`src/rtl/add_sub_pkg.sv`:
```
// ---------------------------------------------------------------------------
// add_sub_pkg
//   Shared types and defaults for the pipelined adder/subtractor.
//   - add_sub_mode_e  : per-transaction operation select (ADD / SUB)
//   - add_sub_flags_t : status flags delivered alongside each result
//   - make_flags      : folds final-slice carries and result into flags
// ---------------------------------------------------------------------------
package add_sub_pkg;

   localparam int unsigned DEFAULT_WIDTH = 16;
   localparam int unsigned DEFAULT_CHUNK = 4;

   typedef enum logic {
      ADD = 1'b0,
      SUB = 1'b1
   } add_sub_mode_e;

   typedef struct packed {
      logic co;
      logic v;
      logic n;
      logic z;
   } add_sub_flags_t;

   // Signed overflow is present when the carry into the MSB disagrees with
   // the carry out of it.
   function automatic add_sub_flags_t make_flags(
      input logic carry_out,
      input logic carry_into_msb,
      input logic result_msb,
      input logic result_zero
   );
      add_sub_flags_t f;
      f.co = carry_out;
      f.v  = carry_into_msb ^ carry_out;
      f.n  = result_msb;
      f.z  = result_zero;
      return f;
   endfunction

endpackage

```
`src/rtl/add_sub_chunk.sv`:
```
// ---------------------------------------------------------------------------
// add_sub_chunk
//   Combinational CHUNK-bit ripple slice of the adder/subtractor.
//   Ports:
//     a, b   : operand slices
//     m      : ADD (b used as-is) or SUB (b inverted)
//     cin    : carry into the slice LSB
//     s      : slice sum
//     cout   : carry out of the slice MSB
//     c_msb  : carry into the slice MSB (signed-overflow detection)
// ---------------------------------------------------------------------------
module add_sub_chunk
   import add_sub_pkg::*;
#(
   parameter int unsigned CHUNK = DEFAULT_CHUNK
) (
   input  logic [CHUNK-1:0] a,
   input  logic [CHUNK-1:0] b,
   input  add_sub_mode_e    m,
   input  logic             cin,
   output logic [CHUNK-1:0] s,
   output logic             cout,
   output logic             c_msb
);

   logic [CHUNK-1:0] b_eff_s;
   logic [CHUNK:0]   total_s;

   // Conditionally invert b and ripple-add the slice with its carry-in.
   always_comb begin
      b_eff_s = (m == SUB) ? ~b : b;
      total_s = {1'b0, a} + {1'b0, b_eff_s} + {{CHUNK{1'b0}}, cin};
      s       = total_s[CHUNK-1:0];
      cout    = total_s[CHUNK];
      // Each sum bit is a ^ b ^ carry-in, so the carry into the MSB can be
      // recovered from the MSB sum bit without a second adder.
      c_msb   = s[CHUNK-1] ^ a[CHUNK-1] ^ b_eff_s[CHUNK-1];
   end

endmodule

```
`src/rtl/pipelined_add_sub.sv`:
```
// ---------------------------------------------------------------------------
// pipelined_add_sub
//   WIDTH-bit two's-complement adder/subtractor resolved CHUNK bits per
//   pipeline stage, with valid/ready handshakes on both sides.
//   Ports:
//     clk, rst_n          : clock, asynchronous active-low reset
//     in_valid / in_ready : upstream handshake for A, B, M
//     A, B, M             : operands and mode (0 = A+B, 1 = A-B)
//     out_valid/out_ready : downstream handshake for the result
//     Sum, Co, V, N, Z    : registered result and status flags
//   Latency is WIDTH/CHUNK cycles; one transaction per cycle without stalls.
//   A stall freezes every stage at once so bubbles are never collapsed.
// ---------------------------------------------------------------------------
module pipelined_add_sub
   import add_sub_pkg::*;
#(
   parameter int unsigned WIDTH = DEFAULT_WIDTH,
   parameter int unsigned CHUNK = DEFAULT_CHUNK
) (
   input  logic             clk,
   input  logic             rst_n,
   input  logic             in_valid,
   output logic             in_ready,
   input  logic [WIDTH-1:0] A,
   input  logic [WIDTH-1:0] B,
   input  logic             M,
   output logic             out_valid,
   input  logic             out_ready,
   output logic [WIDTH-1:0] Sum,
   output logic             Co,
   output logic             V,
   output logic             N,
   output logic             Z
);

   localparam int unsigned STAGES = WIDTH / CHUNK;

   if ((CHUNK < 1) || (WIDTH < CHUNK) || ((WIDTH % CHUNK) != 0)) begin : g_param_check
      $error("pipelined_add_sub: WIDTH must be a non-zero multiple of CHUNK");
   end

   // Inputs to each stage: index 0 is fed from the ports, index k+1 from
   // the pipeline register behind stage k.
   logic [STAGES-1:0] stg_vld_s;
   logic [STAGES-1:0] stg_cin_s;
   add_sub_mode_e     stg_m_s   [STAGES];
   logic [WIDTH-1:0]  stg_a_s   [STAGES];
   logic [WIDTH-1:0]  stg_b_s   [STAGES];
   logic [WIDTH-1:0]  stg_sum_s [STAGES];

   // Combinational result of the final stage.
   logic             res_vld_s;
   logic [WIDTH-1:0] res_sum_s;
   logic             res_co_s;
   logic             res_cmsb_s;

   logic             stall_s;
   logic             out_valid_d, out_valid_q;
   logic [WIDTH-1:0] sum_d, sum_q;
   add_sub_flags_t   flags_d, flags_q;

   assign stall_s  = out_valid_q && !out_ready;
   assign in_ready = !stall_s;

   assign stg_vld_s[0] = in_valid && in_ready;
   assign stg_cin_s[0] = M;
   assign stg_m_s[0]   = add_sub_mode_e'(M);
   assign stg_a_s[0]   = A;
   assign stg_b_s[0]   = B;
   assign stg_sum_s[0] = {WIDTH{1'b0}};

   for (genvar k = 0; k < STAGES; k++) begin : g_stage
      logic [CHUNK-1:0] s_s;
      logic             cout_s;
      logic             c_msb_s;
      logic [WIDTH-1:0] sum_next_s;

      add_sub_chunk #(
         .CHUNK (CHUNK)
      ) u_chunk (
         .a     (stg_a_s[k][CHUNK-1:0]),
         .b     (stg_b_s[k][CHUNK-1:0]),
         .m     (stg_m_s[k]),
         .cin   (stg_cin_s[k]),
         .s     (s_s),
         .cout  (cout_s),
         .c_msb (c_msb_s)
      );

      // Finished slices shift down as new ones enter at the top, so after
      // the last stage every slice sits in its final bit position.
      assign sum_next_s = (stg_sum_s[k] >> CHUNK) | (WIDTH'(s_s) << (WIDTH - CHUNK));

      if (k < STAGES - 1) begin : g_pipe
         logic             vld_d, vld_q;
         logic             cin_d, cin_q;
         add_sub_mode_e    m_d, m_q;
         logic [WIDTH-1:0] a_d, a_q;
         logic [WIDTH-1:0] b_d, b_q;
         logic [WIDTH-1:0] sum_d_s, sum_q_s;
         logic             unused_cmsb_s;

         assign unused_cmsb_s = c_msb_s;

         // Next state of this stage: advance unless the output is stalled;
         // operands shift so the next slice is always in the low chunk.
         always_comb begin
            vld_d   = vld_q;
            cin_d   = cin_q;
            m_d     = m_q;
            a_d     = a_q;
            b_d     = b_q;
            sum_d_s = sum_q_s;
            if (!stall_s) begin
               vld_d = stg_vld_s[k];
               if (stg_vld_s[k]) begin
                  cin_d   = cout_s;
                  m_d     = stg_m_s[k];
                  a_d     = stg_a_s[k] >> CHUNK;
                  b_d     = stg_b_s[k] >> CHUNK;
                  sum_d_s = sum_next_s;
               end else begin
                  sum_d_s = sum_q_s;
               end
            end else begin
               vld_d = vld_q;
            end
         end

         // Stage register with its valid bit.
         always_ff @(posedge clk or negedge rst_n) begin
            if (!rst_n) begin
               vld_q   <= 1'b0;
               cin_q   <= 1'b0;
               m_q     <= ADD;
               a_q     <= {WIDTH{1'b0}};
               b_q     <= {WIDTH{1'b0}};
               sum_q_s <= {WIDTH{1'b0}};
            end else begin
               vld_q   <= vld_d;
               cin_q   <= cin_d;
               m_q     <= m_d;
               a_q     <= a_d;
               b_q     <= b_d;
               sum_q_s <= sum_d_s;
            end
         end

         assign stg_vld_s[k+1] = vld_q;
         assign stg_cin_s[k+1] = cin_q;
         assign stg_m_s[k+1]   = m_q;
         assign stg_a_s[k+1]   = a_q;
         assign stg_b_s[k+1]   = b_q;
         assign stg_sum_s[k+1] = sum_q_s;
      end else begin : g_last
         assign res_vld_s  = stg_vld_s[k];
         assign res_sum_s  = sum_next_s;
         assign res_co_s   = cout_s;
         assign res_cmsb_s = c_msb_s;
      end
   end

   // Output register next state: load a finished transaction unless stalled,
   // otherwise hold so the presented result stays stable.
   always_comb begin
      out_valid_d = out_valid_q;
      sum_d       = sum_q;
      flags_d     = flags_q;
      if (!stall_s) begin
         out_valid_d = res_vld_s;
         if (res_vld_s) begin
            sum_d   = res_sum_s;
            flags_d = make_flags(res_co_s, res_cmsb_s, res_sum_s[WIDTH-1],
                                 (res_sum_s == {WIDTH{1'b0}}));
         end else begin
            sum_d   = sum_q;
         end
      end else begin
         out_valid_d = out_valid_q;
      end
   end

   // Output stage register.
   always_ff @(posedge clk or negedge rst_n) begin
      if (!rst_n) begin
         out_valid_q <= 1'b0;
         sum_q       <= {WIDTH{1'b0}};
         flags_q     <= add_sub_flags_t'(4'b0000);
      end else begin
         out_valid_q <= out_valid_d;
         sum_q       <= sum_d;
         flags_q     <= flags_d;
      end
   end

   assign out_valid = out_valid_q;
   assign Sum       = sum_q;
   assign Co        = flags_q.co;
   assign V         = flags_q.v;
   assign N         = flags_q.n;
   assign Z         = flags_q.z;

endmodule

```
`config.mk`:
```
export PLATFORM = sky130hd
export DESIGN_NAME = pipelined_add_sub
export DESIGN_NICKNAME = d
export VERILOG_FILES = /design/src/rtl/add_sub_pkg.sv /design/src/rtl/add_sub_chunk.sv /design/src/rtl/pipelined_add_sub.sv
export SDC_FILE = /design/constraint.sdc
export NUM_CORES = 1
export LEC_CHECK = 0
export BUFFER_PORTS_ARGS = -buffer_cell sky130_fd_sc_hd__buf_2
export CORE_ASPECT_RATIO = 0.7
export CORE_MARGIN = 10
export CORE_UTILIZATION = 44
export CTS_BUF_LIST = sky130_fd_sc_hd__clkbuf_8
export CTS_CLUSTER_SIZE = 24
export DETAILED_ROUTE_END_ITERATION = 12
export MAX_ROUTING_LAYER = met4
export SYNTH_ARGS = -nofsm -noshare
export SYNTH_HDL_FRONTEND = slang
export SYNTH_HIERARCHICAL = 1
export SYNTH_SLANG_ARGS = --single-unit
```
`constraint.sdc`:
```
create_clock -name clk -period 3.9 [get_ports clk]
set_clock_uncertainty 0.15 [all_clocks]
set_input_delay 0.975 -clock clk [delete_from_list [all_inputs] [get_ports clk]]
set_output_delay 0.975 -clock clk [all_outputs]
set_load 0.01 [all_outputs]
```
==> summary.txt, run 1 <==
STA
  • Fmax: 0.3697 GHz
  • Rel. slew slack: 0.5558
  • Hold Slack: 359.6 ps
  • Slew @ Worst Pin: 666.3 ps
  • Period minus WS final: 2705 ps
  • Final Slew Violations: 0
  • RSZ-0062 raised after global routing: false
  • Period utilization: 0.6935
  • Final hold vios: 0
  • Final setup TNS: 0 ps
  • Final setup vio count: 0
  • Final worst setup slack: 1195 ps

Critical path
  • Worst path arrival time: 1580 ps
  • Crit path launch type: primary input
  • Setup crit end kind: output pin
  • Top delay family on crit path: buffers and inverters
  • Crit path max-delay cell type: nor2b_4
  • CP Max Fanout: 7
  • Required time of the critical path: 2770 ps
  • Crit Path Class: in2out
  • Slowest stage delay, CP: 220 ps
  • WP buf/inv: 3
  • Critical path cell sequence: buf_2 -> nor2b_4 -> inv_8 -> buf_2
  • CP dominant cell by count: buf_2

Drt
  • Starting DRT DRC Count: 98
  • Vias: 2442
  • Drt total wl: 8305 um
  • Post-DRT Antenna Nets: 0
  • Post-DR vias/cell: 4.643
  • Average wire per standard cell: 15.79 um
  • 1st-pass router iterations: 4
  • Remaining DRCs: 0

Clock tree
  • CTS tree: built
  • CTS clk-pin slew, worst paths: 90 ps
  • Clock Sinks: 101
  • Worst-Skew Late Latency: 370 ps
  • Root Buffer: clkbuf_8
  • Buffers from clock root to sink, at most: 2
  • Num CTS Buffers: 9
  • Setup Fix Bufs, Post-CTS: 0
  • Resize count post-CTS: 0
  • H-tree depth: 3
  • Hold buffer count at cts: 0

Power
  • Peak VDD IR: 0.2985 mV
  • Comb pwr share: 0.491
  • Pwr Density: 916.5 nW/um2
  • P_sw: 1.740 mW
  • Sw Share: 0.3434
  • Leak pwr: 2.765 nW
  • Pwr Total: 5.066 mW
  • Flop pwr share: 0.378
  • Clock power share: 0.131
  • Internal cell power: 3.327 mW

GRT
  • Pin count of the biggest net entering global routing: 53
  • GRT Total Usage: 0.1131
  • First-pass GRT wire length: 13850 um
  • Congestion Overflow GR: 0
  • Antenna violations before repair: 0
  • Vias in the first global route: 2581

Floorplanning
  • Num rows: 32
  • Core area: 11010 um2
  • DIE AREA: 15990 um2
  • Starting density of the core: 0.4506
  • Die Width: 146.9 um
  • Die H: 108.8 um
  • # IOs: 59

Placed design
  • Pre-CTS setup slack: 989.6 ps
  • Input/output buffers: 58
  • HPWL reported at the end of detailed placement: 6093 um
  • Gpl congestion: 0.7509

Job
  • Max cap viols: 0

Hold path
  • Worst min-delay path class: reg2reg

Synthesis
  • Mapped cell area: 4961 um2
  • Mapped Nets: 365
  • Post-Syn Instances: 308
  • Synth Warn #: 6
  • Post-Syn Area per Cell: 16.11 um2

Layout
  • N_diodes: 0
  • Layout cells sized above 1: 0.4772
  • Nets: 426
  • Area grow syn2layout: 11.42%

Status
  • Outcome: completed
registers in the layout, indices dropped and copies added, names as in the netlist:
register                count
Co                          1
Sum                        16
V                           1
Z                           1
g_stage.g_pipe.a_q         24
g_stage.g_pipe.b_q         24
g_stage.g_pipe.cin_q        3
g_stage.g_pipe.m_q          3
g_stage.g_pipe.sum_q_s     24
g_stage.g_pipe.vld_q        3
out_valid                   1
cells in the final DEF, fill, tap and decap left out, drive strengths merged:
master,n
dfrtp,101
mux2,95
buf,59
inv,19
xor2,18
ha,12
clkbuf,11
a21o,11
xnor2,10
nand2,10
fa,8
o21ai,6
nor4,4
a31oi,3
clkinvlp,2
nor2b,1
nand4,1
bufinv,1
a21oi,1
through the flow:
step           utilization  area (um2)  std cells
2_1_floorplan            -        4961        308
3_3_place_gp        0.4839        5328        511
3_5_place_dp        0.4839        5328        511
4_1_cts             0.5020        5528        526
5_1_grt             0.5020        5528        526
6_report            0.5020        5528        526
power groups by stage:
stage                     Clock [mW]  Combinational [mW]  Sequential (mW)
final                          0.665                2.49             1.91
after global routing           0.734                2.74             1.99
after CTS                      0.694                2.53             1.92
after detailed placement           0                2.52             1.95
after global placement             0                2.47             1.93
after floorplan                    0                2.09             1.86
final timing paths:
check                      depth (start not counted)                       end  slack [ps]             startpoint
min                                                1                    Sum[4]         360                 Sum[4]
max                                                4                  in_ready        1200              out_ready
max in group asynchronous                          2     g_stage[0].g_pipe.m_q        2430                  rst_n
min reg2reg                                        1                    Sum[4]         360                 Sum[4]
max reg2reg                                        7                         Z        1400  g_stage[2].g_pipe.m_q
min in group asynchronous                          1  g_stage[0].g_pipe.b_q[9]         480                  rst_n
area by class of cell:
type                    count  area [um2]
clock buffers              11       151.4
flip-flops and latches    101        2527
clock inverters             4       48.80
multi-input cells         180        2221
repair buffers             59       312.8
fillers                   941        5483
well taps                 153       191.4
inverters                  18       75.07
worst register-to-register path, delay by kind of cell, from the launching register on:
family | cells | cell delay, ps
fa+ha+maj | 2 | 840
simple gates | 2 | 500
flops | 1 | 480
xor+xnor | 1 | 190
compound gates | 1 | 160
buf+inv | 1 | 90
routing by layer:
metal | track usage | vias up | routed length (um)
met2 | 0.1383 | 52 | 3145
met3 | 0.04512 | 10 | 477
met5 | - | - | 0
li1 | - | 1189 | -
met4 | 0.03597 | 0 | 87
met1 | 0.1625 | 1191 | 4595
Power figures use the tool's default switching activity.
==> inputs of run 2 (changes only) <==
- clock period: 3.9 -> 2.8 ns (I/O delays scaled with it)
==> summary.txt, run 2 (synthesized netlist as in run 1, its figures left out) <==
Status
  • Outcome: completed

Placed design
  • Gpl congestion: 0.7134 (-5.0%)
  • Input/output buffers: 58 (unchanged)
  • HPWL reported at the end of detailed placement: 6187 um (+1.5%)

STA
  • Final setup vio count: 0 (unchanged)
  • Period utilization: 0.8600
  • Slew @ Worst Pin: 644.5 ps (-21.80 ps)
  • Final setup TNS: 0 ps (unchanged)
  • Period minus WS final: 2408 ps
  • RSZ-0062 raised after global routing: false
  • Fmax: 0.4153 GHz
  • Final hold vios: 0 (unchanged)
  • Rel. slew slack: 0.5703 (+0.01453)
  • Final Slew Violations: 0 (unchanged)

Floorplanning
  • Core area: 11010 um2 (unchanged)
  • # IOs: 59 (unchanged)
  • Num rows: 32 (unchanged)
  • Starting density of the core: 0.4506 (unchanged)
  • Die H: 108.8 um (unchanged)
  • DIE AREA: 15990 um2 (unchanged)
  • Die Width: 146.9 um (unchanged)

Layout
  • N_diodes: 0 (unchanged)
  • Sequential cell area: 2527 um2 (unchanged)
  • Area grow syn2layout: 11.05%
  • Fin util: 0.5003 (-0.001704)
  • Nets: 428 (+0.47%)
  • Layout cells sized above 1: 0.4800 (+0.002788)
  • Most frequent cells in the layout: dfrtp_1, mux2_4, buf_2
  • Area taken by multi-input logic gates: 2221 um2 (unchanged)
  • Most common cell after layout, fill and taps aside: dfrtp_1
  • Top flop regs: g_stage.g_pipe.a_q (24), g_stage.g_pipe.b_q (24), g_stage.g_pipe.sum_q_s (24)
  • Filler cells: 979 (+4.0%)

Clock tree
  • Num CTS Buffers: 9 (unchanged)
  • CTS tree: built
  • Setup Fix Bufs, Post-CTS: 0 (unchanged)
  • Clock Sinks: 101 (unchanged)
  • Buffers from clock root to sink, at most: 2 (unchanged)
  • Worst-Skew Late Latency: 360 ps (about the same)
  • Resize count post-CTS: 0 (unchanged)
  • Hold buffer count at cts: 0 (unchanged)
  • H-tree depth: 3 (unchanged)
  • CTS clk-pin slew, worst paths: 90 ps (about the same)
  • Root Buffer: clkbuf_8

Drt
  • Average wire per standard cell: 15.77 um (-0.10%)
  • Post-DRT Antenna Nets: 0 (unchanged)
  • 1st-pass router iterations: 4 (unchanged)
  • Drt total wl: 8328 um (+0.28%)
  • Starting DRT DRC Count: 82 (-16%)
  • Vias: 2470 (+1.1%)
  • Post-DR vias/cell: 4.678 (+0.76%)
  • Remaining DRCs: 0 (unchanged)

Critical path
  • RR Startpoint: g_stage[2].g_pipe.m_q
  • Crit Path Class: reg2reg
  • CP Max Fanout: 5 (-2)
  • Required time of the critical path: 2940 ps (+170 ps)
  • FF-to-FF End: Z
  • Reg-to-reg slack, setup: 390 ps (-1010 ps)
  • Setup crit end kind: register
  • Worst path arrival time: 2550 ps (+970 ps)
  • Crit path launch type: register
  • Worst Reg-to-Reg Cells: 7 (unchanged)

Power
  • Sw Share: 0.3460 (+0.002595)
  • P_sw: 2.383 mW (+37%)
  • Internal cell power: 4.505 mW (+35%)
  • Peak VDD IR: 0.4203 mV (+41%)
  • Comb pwr share: 0.493 (+0.002)
  • Leak pwr: 2.761 nW (-0.14%)
  • Flop pwr share: 0.389 (+0.011)
  • Clock power share: 0.118 (-0.013)
  • Pwr Density: 1250 nW/um2 (+36%)

GRT
  • GRT Total Usage: 0.1155 (+0.002425)
  • Pin count of the biggest net entering global routing: 51 (-3.8%)
  • Vias in the first global route: 2652 (+2.8%)
  • Congestion Overflow GR: 0 (unchanged)
  • Antenna violations before repair: 0 (unchanged)
  • First-pass GRT wire length: 14180 um (+2.4%)

Hold path
  • Worst min-delay path class: in2async

Job
  • Max cap viols: 0 (unchanged)
-- run 2: cell types whose count changed in the layout (fill, tap and decap cells not counted), sizes merged --
cell,delta
buf,+2
clkbuf,-1
clkinv,+2
bufinv,-1
-- run 2: final cells by class --
cell class,count,share of cell area
multi-input combinational,180,0.4031
clock buffer,10,0.02498
tap,153,0.03475
clock inverter,5,0.005224
inverter,18,0.01363
sequential,101,0.4588
timing repair buffer,61,0.05950
-- run 2: how the worst max path moves through the flow --
| stage | from | to | slack (ps) | cells past startpoint |
|---|---|---|---|---|
| global route | g_stage[2].g_pipe.m_q | Z | 220 | 8 |
| floorplan | M | g_stage[0].g_pipe.cin_q | 480 | 7 |
| finish | g_stage[2].g_pipe.m_q | Z | 390 | 7 |
| CTS | g_stage[2].g_pipe.m_q | Z | 380 | 7 |
| detailed placement | M | g_stage[0].g_pipe.cin_q | 160 | 8 |
| global placement | M | g_stage[0].g_pipe.cin_q | 250 | 8 |
-- run 2: per-stage QoR --
stage | hold WS (ps) | worst slack (ps) | instance area, um2 | instances | total power [mW]
2_1_floorplan | 254.4 | 478.3 | 4961 | 308 | 5.507
3_3_place_gp | 333.0 | 252.9 | 5343 | 513 | 6.082
3_5_place_dp | 338.8 | 164.9 | 5343 | 513 | 6.171
4_1_cts | 216.3 | 382.2 | 5509 | 528 | 7.006
5_1_grt | 238.8 | 223.3 | 5509 | 528 | 7.481
6_report | 199.4 | 392.1 | 5509 | 528 | 6.888
-- run 2: layer usage --
metal,share of wire,vias to the layer above,track usage,wire length (um)
met3,0.051,17,0.04098,424
met1,0.54,1209,0.1597,4536
met2,0.39,52,0.1528,3242
li1,-,1192,-,-
met5,0,-,-,0
met4,0.015,0,0.03808,124
-- run 2: worst max-delay path, cell delays in order (launching register included) --
cell and delay, ps:
dfrtp_1 480, xnor2_1 180, fa_1 400, inv_1 80, fa_1 430, nor4_1 350, nand4_1 120, o21ai_0 140
-- run 2: power by group through the flow --
stage / clock, mW / sequential [mW] / combinational (mW)
after global placement: 0 / 2.69 / 3.39
final: 0.811 / 2.68 / 3.40
after global routing: 0.907 / 2.79 / 3.79
after detailed placement: 0 / 2.72 / 3.45
after CTS: 0.855 / 2.69 / 3.46
after floorplan: 0 / 2.59 / 2.91
